**config.mk**
```make
export PLATFORM = sky130hd
export DESIGN_NAME = retire_trace_unit
export DESIGN_NICKNAME = d
export VERILOG_FILES = /design/src/rtl/retire_trace_unit.sv
export SDC_FILE = /design/constraint.sdc
export NUM_CORES = 1
export LEC_CHECK = 0
export CORE_MARGIN = 5
export CORE_UTILIZATION = 59
export CTS_BUF_LIST = sky130_fd_sc_hd__clkbuf_8
export DETAILED_ROUTE_END_ITERATION = 16
export PLACE_DENSITY_LB_ADDON = 0.12
export SKIP_LAST_GASP = 1
export SYNTH_ARGS = -nofsm -noshare
export SYNTH_HDL_FRONTEND = slang
export SYNTH_SLANG_ARGS = --single-unit
```
**constraint.sdc**
```tcl
create_clock -name clk -period 13.9 [get_ports clk]
set_clock_uncertainty 0.2 [all_clocks]
set_input_delay 1.39 -clock clk [delete_from_list [all_inputs] [get_ports clk]]
set_output_delay 1.39 -clock clk [all_outputs]
set_load 0.01 [all_outputs]
```
**src/rtl/retire_trace_unit.sv**
```systemverilog
// rtl/retire_trace_unit.sv - retirement counter, trace FIFO and halt control for sccomp
// Optional build macro TRACE_ALL_EN: trace every accepted retirement, not only register writes.
module retire_trace_unit #(
  parameter int unsigned STOP_INSTR  = 200,
  parameter int unsigned FIFO_DEPTH  = 8,
  parameter logic [31:0] ECALL_INSTR = 32'h00000073
) (
  input  logic        clk,
  input  logic        rstn,
  input  logic        run_en,
  input  logic        ret_valid,
  input  logic [31:0] ret_pc,
  input  logic [31:0] ret_instr,
  input  logic        ret_rd_we,
  input  logic [4:0]  ret_rd,
  input  logic [31:0] ret_rd_wdata,
  output logic        cpu_stall,
  output logic        trace_valid,
  input  logic        trace_ready,
  output logic [31:0] trace_pc,
  output logic [4:0]  trace_rd,
  output logic [31:0] trace_data,
  output logic [31:0] instr_count,
  output logic        halted,
  output logic [1:0]  halt_cause
);

  localparam int AW = $clog2(FIFO_DEPTH);
  localparam logic [AW:0]   FULL_CNT   = (AW+1)'(FIFO_DEPTH);
  localparam logic [AW:0]   CNT_ONE    = (AW+1)'(1);
  localparam logic [AW-1:0] PTR_ONE    = AW'(1);
  localparam logic [31:0]   LAST_INSTR = 32'(STOP_INSTR - 1);

  typedef enum logic [1:0] {IDLE, RUN, DRAIN, HALT} state_t;

  state_t        state;
  logic [AW:0]   count;
  logic [AW-1:0] wr_ptr, rd_ptr;
  logic [31:0]   pc_mem   [FIFO_DEPTH];
  logic [4:0]    rd_mem   [FIFO_DEPTH];
  logic [31:0]   data_mem [FIFO_DEPTH];

  logic        accept, push, pop, is_ecall, is_budget, rd_written;
  logic [4:0]  push_rd;
  logic [31:0] push_data;

  assign cpu_stall   = (state != RUN) || (count == FULL_CNT);
  assign accept      = ret_valid && !cpu_stall;
  assign trace_valid = (count != '0);
  assign pop         = trace_valid && trace_ready;
  assign is_ecall    = (ret_instr == ECALL_INSTR);
  assign is_budget   = (instr_count == LAST_INSTR);
  assign rd_written  = ret_rd_we && (ret_rd != 5'd0);

`ifdef TRACE_ALL_EN
  // Non-writing entries carry the encoding so the consumer can still identify them.
  assign push      = accept;
  assign push_rd   = rd_written ? ret_rd : 5'd0;
  assign push_data = rd_written ? ret_rd_wdata : ret_instr;
`else
  assign push      = accept && rd_written;
  assign push_rd   = ret_rd;
  assign push_data = ret_rd_wdata;
`endif

  assign trace_pc   = pc_mem[rd_ptr];
  assign trace_rd   = rd_mem[rd_ptr];
  assign trace_data = data_mem[rd_ptr];

  always_ff @(posedge clk) begin
    if (push) begin
      pc_mem[wr_ptr]   <= ret_pc;
      rd_mem[wr_ptr]   <= push_rd;
      data_mem[wr_ptr] <= push_data;
    end
  end

  always_ff @(posedge clk) begin
    if (!rstn) begin
      state       <= IDLE;
      count       <= '0;
      wr_ptr      <= '0;
      rd_ptr      <= '0;
      instr_count <= '0;
      halted      <= 1'b0;
      halt_cause  <= 2'd0;
    end else begin
      if (push) wr_ptr <= wr_ptr + PTR_ONE;
      if (pop)  rd_ptr <= rd_ptr + PTR_ONE;
      case ({push, pop})
        2'b10:   count <= count + CNT_ONE;
        2'b01:   count <= count - CNT_ONE;
        default: ;
      endcase

      case (state)
        IDLE: if (run_en) state <= RUN;
        RUN: begin
          if (accept) begin
            instr_count <= instr_count + 32'd1;
            // The halting instruction is still counted and traced.
            if (is_ecall || is_budget) begin
              state      <= DRAIN;
              halt_cause <= {is_budget, is_ecall};
            end
          end
        end
        DRAIN: begin
          if (count == '0) begin
            state  <= HALT;
            halted <= 1'b1;
          end
        end
        default: ;
      endcase
    end
  end

endmodule

```
==> run_results.csv, run 1 <==
group,metric,value,unit
outcome,status,"completed",
synth,yosysTopAreaCell,"edfxtp_1",
global_route,grt_usage,0.209,
floorplan,dieHeight,208,um
sta,period_share,0.401,
placement,hpwlAfterDp,25.2,mm
synth,async_flop_share,0,
synth,synth_common_cells,"edfxtp_1, mux4_2, mux2_2",
route,viasPerCell,5.84,
floorplan,core-area,0.0387,mm^2
synth,yosysWarnings,0,
global_route,grt_max_degree,57,
sta,slew_headroom,0.286,
sta,setup_violations,0,
synth,synthAdderAreaFrac,0.00540,
synth,synth_compound_area_frac,0.0103,
clock_network,htree_num_levels,3,
synth,postSynthAreaPerCell,21.0,um^2
clock_network,cts_max_path_buffers,3,
global_route,overflow,0,
pwr,total_power,4.06,mW
clock_network,clkTransAtPathRegs,0.06,ns
cells_and_area,nFillCells,2381,
placement,port_buffers,212,
worst_setup_path,r2r_slack,10.07,ns
floorplan,die_area,0.0433,mm^2
synth,synth-seq-area-share,0.759,
worst_setup_path,crit_path_max_fanout,50,
worst_setup_path,ff2ff_path_depth,7,
cells_and_area,drive_gt1_frac,0.248,
synth,synth_xor_xnor_area_share,0.00869,
sta,worst_pin_slew,1.07,ns
route,route.final.wire_length,45.2,mm
global_route,grt_antenna_before_repair,3,
placement,dp_slack,8.78,ns
clock_network,clock_latency,0.62,ns
global_route,busiest_layer,"met2",
clock_network,cts-resized-gates,0,
cells_and_area,final_cells,1968,
worst_hold_path,hold_path.class,"reg -> reg",
floorplan,ios,213,
worst_setup_path,r2r_end,"pc_mem[7][28]",
pwr,power_density,147,mW/mm^2
route,routedWlPerCell,23.0,um
worst_setup_path,critPathKind,"reg -> out",
worst_hold_path,worstHoldStart,"halted",
pwr,leakagePower,8.73,nW
route,dr.pass1.iters,5,
sta,whs,0.292,ns
synth,synthSimpleGateAreaFrac,0.0350,
sta,hold_viol_final,0,
route,drc_errors,0,
cells_and_area,diodes,0,
synth,synth_top_family_by_area,"multiplexers",
cells_and_area,area_growth_syn_to_layout,19.4,%
synth,yosys.area.top_type_share,0.715,
sta,rsz0062_at_grt,"false",
synth,synth-seq-cells,602,
flow_run,cap_viol_max_count,0,
clock_network,post-cts-setup-buffers,0,
route,vias,11485,
synth,synthFlopType,"edfxtp_1",
worst_hold_path,holdPathEnd,"halted",
worst_hold_path,min_path_cells,2,
synth,synth_edf_count,552,
cells_and_area,nets,1498,
global_route,grtUsageMet2,0.345,
sta,drv_slew,0,
route,final_antenna_net_count,0,
worst_setup_path,crit_arrival,3.98,ns
clock_network,ctsHoldBuffers,0,
floorplan,die_x,208,um
worst_setup_path,worstSetupStartpointType,"flop",
pwr,ir_drop,81.3,uV
global_route,grt_pass1_wl,70.1,mm
worst_setup_path,cp-end-kind,"primary output",
sta,fmax,179,MHz
synth,syn_nets,1222,
placement,dp_cells,1805,
sta,fin_ws,8.33,ns
global_route,grt_pass1_vias,12134,
worst_setup_path,r2r_start,"state[1]",
synth,ys_types,39,
synth,muxShareOfSynthArea,0.170,
clock_network,cts.sinks,602,
route,drt_iter0_drc,689,
global_route,gr-usage-met1,0.284,
clock_network,cts_tree,"done",
synth,synth_area_leaders,"edfxtp_1, mux4_2, dfxtp_1",
clock_network,cts-root-buf,"clkbuf_8",
sta,fin_crit,5.57,ns
synth,yosysMostFrequentCell,"edfxtp_1",
worst_setup_path,worstPathRequired,12.31,ns
sta,finalSetupTns,0,ns
global_route,grtUsageMet3,0.0503,
clock_network,cts_buffers,92,
floorplan,rows,72,
placement,gp_congestion,0.763,
floorplan,start_util,0.598,
synth,synth.cell_area,0.0232,mm^2
synth,syn_inst,1105,
critical path, stage by stage, from the launching register on:
cell,delay [ns]
dfxtp_4,1.02
buf_4,0.88
mux4_2,0.62
mux2_2,0.28
clkdlybuf4s50_1,0.49
cell usage in the layout (no fill, tap or decap), drive strengths merged, types with 19 or more instances in the layout:
cell	n
edfxtp	552
clkdlybuf4s50	212
mux4	138
clkbuf	98
mux2	69
inv	58
dfxtp	50
nor2	33
nand2	22
buf	21
a21oi	19
how the worst max path moves through the flow:
stage / start / to / slack [ns] / cells past startpoint
floorplan: ret_valid / data_mem[2][0] / 6.02 / 3
finish: flop / trace_data[10] / 8.33 / 4
global placement: ret_rd[0] / data_mem[7][29] / 8.82 / 7
detailed placement: ret_rd[4] / data_mem[7][1] / 8.78 / 7
CTS: flop / trace_data[10] / 8.14 / 4
global route: flop / trace_data[10] / 7.91 / 4
area by class of cell:
cell class / count / area (um^2) / area share
tap: 518 / 648 / 0.0234
clock inverter: 65 / 380 / 0.0137
timing repair buffer: 233 / 2280 / 0.0824
sequential: 602 / 17600 / 0.636
clock buffer: 98 / 1350 / 0.0487
multi-input combinational: 436 / 5370 / 0.194
inverter: 16 / 60.1 / 0.00217
cells by family after synthesis:
kind of cell	count (synthesis)
and+or+nand+nor	147
AOI/OAI and AO/OA	43
buffers and inverters	67
adders and majority gates	10
xor gates and xnor gates	23
muxes	213
DFF	602
sequential cells by signal (all words and copies together), names as in the netlist, 3 cells and up, named ones only:
| register | cells |
|---|---|
| data_mem | 256 |
| pc_mem | 256 |
| rd_mem | 40 |
| instr_count | 32 |
| count | 4 |
| rd_ptr | 3 |
| wr_ptr | 3 |
per-stage QoR:
step                      cell area, um^2  utilization
after floorplan                     23200            -
after global placement              25900        0.670
after detailed placement            25900        0.670
after CTS                           27700        0.714
after global routing                27700        0.714
final                               27700        0.714
per-layer routing:
layer	vias up	part of all wire
met2	332	0.50
met4	6	0.021
li1	5125	-
met1	5943	0.41
met3	79	0.061
met5	-	0.0010
where the power goes:
part / switching (mW) / internal (mW) / leakage (nW)
registers: 0.0490 / 2.01 / 5.37
logic: 0.257 / 0.383 / 2.32
clock network: 0.634 / 0.724 / 1.04
(Power assumes the default switching activity.)
==> run 2: changes to the inputs <==
==> constraint.sdc (replaced) <==
create_clock -name clk -period 5.2 [get_ports clk]
set_clock_uncertainty 0.2 [all_clocks]
set_input_delay 0.52 -clock clk [delete_from_list [all_inputs] [get_ports clk]]
set_output_delay 0.52 -clock clk [all_outputs]
set_load 0.01 [all_outputs]
==> run 2 against run 1 <==
Power increased to 2.7 times the previous value; final area increased by 0.66%; largest cell class unchanged; critical path type unchanged; clock power increased to 2.6 times the previous value.
==> run_results.csv, run 2 (synthesized netlist as in run 1, its figures left out) <==
group,metric,value,unit
worst_hold_path,worstHoldStart,"halted",
outcome,status,"completed",
worst_setup_path,crit_path_max_fanout,62,
clock_network,clkTransAtPathRegs,0.06,ns
worst_setup_path,worstSetupStartpointType,"flop",
sta,fin_crit,3.98,ns
floorplan,rows,72,
pwr,p_sw,2.55,mW
clock_network,cts-resized-gates,0,
sta,whs,0.277,ns
pwr,power_density,389,mW/mm^2
worst_setup_path,worstPathRequired,4.48,ns
sta,setup_violations,0,
pwr,internal-power,8.29,mW
cells_and_area,nets,1502,
floorplan,core-area,0.0387,mm^2
pwr,ir_drop,253,uV
floorplan,die_area,0.0433,mm^2
pwr,total_power,10.8,mW
cells_and_area,diodes,0,
cells_and_area,top_regs,"data_mem (256), pc_mem (256), rd_mem (40)",
floorplan,start_util,0.598,
cells_and_area,nFillCells,2387,
flow_run,cap_viol_max_count,0,
clock_network,htree_num_levels,3,
clock_network,cts-root-buf,"clkbuf_8",
route,routedWlPerCell,23.4,um
sta,fin_ws,1.22,ns
pwr,pwr-share-comb,0.165,
sta,drv_slew,0,
route,route.final.wire_length,46.1,mm
route,final_antenna_net_count,0,
cells_and_area,finish.utilization,0.719,
clock_network,cts_max_path_buffers,3,
worst_setup_path,crit_arrival,3.26,ns
cells_and_area,fin_area,0.0279,mm^2
clock_network,cts_tree,"done",
global_route,grt_usage,0.213,
worst_setup_path,critPathKind,"reg -> out",
cells_and_area,final_cell_mix,"edfxtp_1, clkdlybuf4s50_1, mux4_2, clkbuf_8, mux2_2",
sta,slew_headroom,0.306,
clock_network,post-cts-setup-buffers,0,
clock_network,clock_latency,0.63,ns
floorplan,die_x,208,um
sta,period_share,0.764,
route,drc_errors,0,
placement,dp_cells,1809,
sta,hold_viol_final,0,
cells_and_area,final_cells,1970,
cells_and_area,layout_commonest_cell,"edfxtp_1",
placement,dp_slack,1.39,ns
placement,hpwlAfterDp,26.3,mm
global_route,overflow,0,
pwr,clkPwrFrac,0.329,
placement,post_dp_cell_area,0.0262,mm^2
clock_network,cts_buffers,92,
pwr,p_sw_frac,0.236,
global_route,grt_pass1_wl,71.2,mm
worst_hold_path,hold_path.class,"reg -> reg",
clock_network,ctsHoldBuffers,0,
floorplan,ios,213,
route,drt_iter0_drc,704,
route,vias,11472,
pwr,leakagePower,8.68,nW
sta,finalSetupTns,0,ns
route,viasPerCell,5.82,
global_route,grt_pass1_vias,12286,
worst_setup_path,cp-end-kind,"primary output",
sta,worst_pin_slew,1.04,ns
route,dr.pass1.iters,5,
placement,gp_congestion,0.770,
placement,port_buffers,212,
global_route,grt_max_degree,70,
sta,fmax,252,MHz
pwr,p_seq_frac,0.505,
cells_and_area,drive_gt1_frac,0.251,
cells_and_area,area_growth_syn_to_layout,20.2,%
worst_setup_path,r2r_start,"state[1]",
global_route,grt_antenna_before_repair,2,
clock_network,cts.sinks,602,
floorplan,dieHeight,208,um
sta,rsz0062_at_grt,"false",
-- run 2: worst max-delay path, stage by stage (launching register included) --
cell             delay (ns)
dfxtp_4                0.97
buf_12                 0.43
mux4_2                 0.38
mux2_2                 0.27
clkdlybuf4s50_1        0.53
-- run 2: power by group through the flow --
stage | Sequential, mW | Clock, mW | Combinational (mW)
after floorplan | 5.51 | 0 | 1.17
after global placement | 5.58 | 0 | 1.81
after detailed placement | 5.58 | 0 | 1.82
after CTS | 5.48 | 3.67 | 1.83
after global routing | 5.49 | 3.91 | 1.93
final | 5.48 | 3.57 | 1.79
-- run 2: final cells by class --
| class | count | area, um^2 | area share |
|---|---|---|---|
| Clock buffer | 96 | 1320 | 0.0474 |
| Tap cell | 518 | 648 | 0.0233 |
| Multi-Input combinational cell | 436 | 5400 | 0.194 |
| Timing Repair Buffer | 237 | 2470 | 0.0888 |
| Clock inverter | 65 | 359 | 0.0129 |
| Inverter | 16 | 60.1 | 0.00216 |
| Sequential cell | 602 | 17600 | 0.631 |
-- run 2: final timing paths --
kind | endpoint | slack (ns) | cells past startpoint
max reg2reg | data_mem[2][18] | 1.94 | 6
min reg2reg | halted | 0.28 | 2
min | halted | 0.28 | 2
max | trace_pc[22] | 1.22 | 4
-- run 2: routing by layer --
layer / wire [um] / GRT usage / vias up / share of wire
met5: 34 / 0 / - / 0.00074
met4: 628 / 0.0555 / 4 / 0.014
met3: 2550 / 0.0470 / 50 / 0.055
met2: 23600 / 0.357 / 333 / 0.51
met1: 19300 / 0.290 / 5951 / 0.42
li1: - / - / 5134 / -
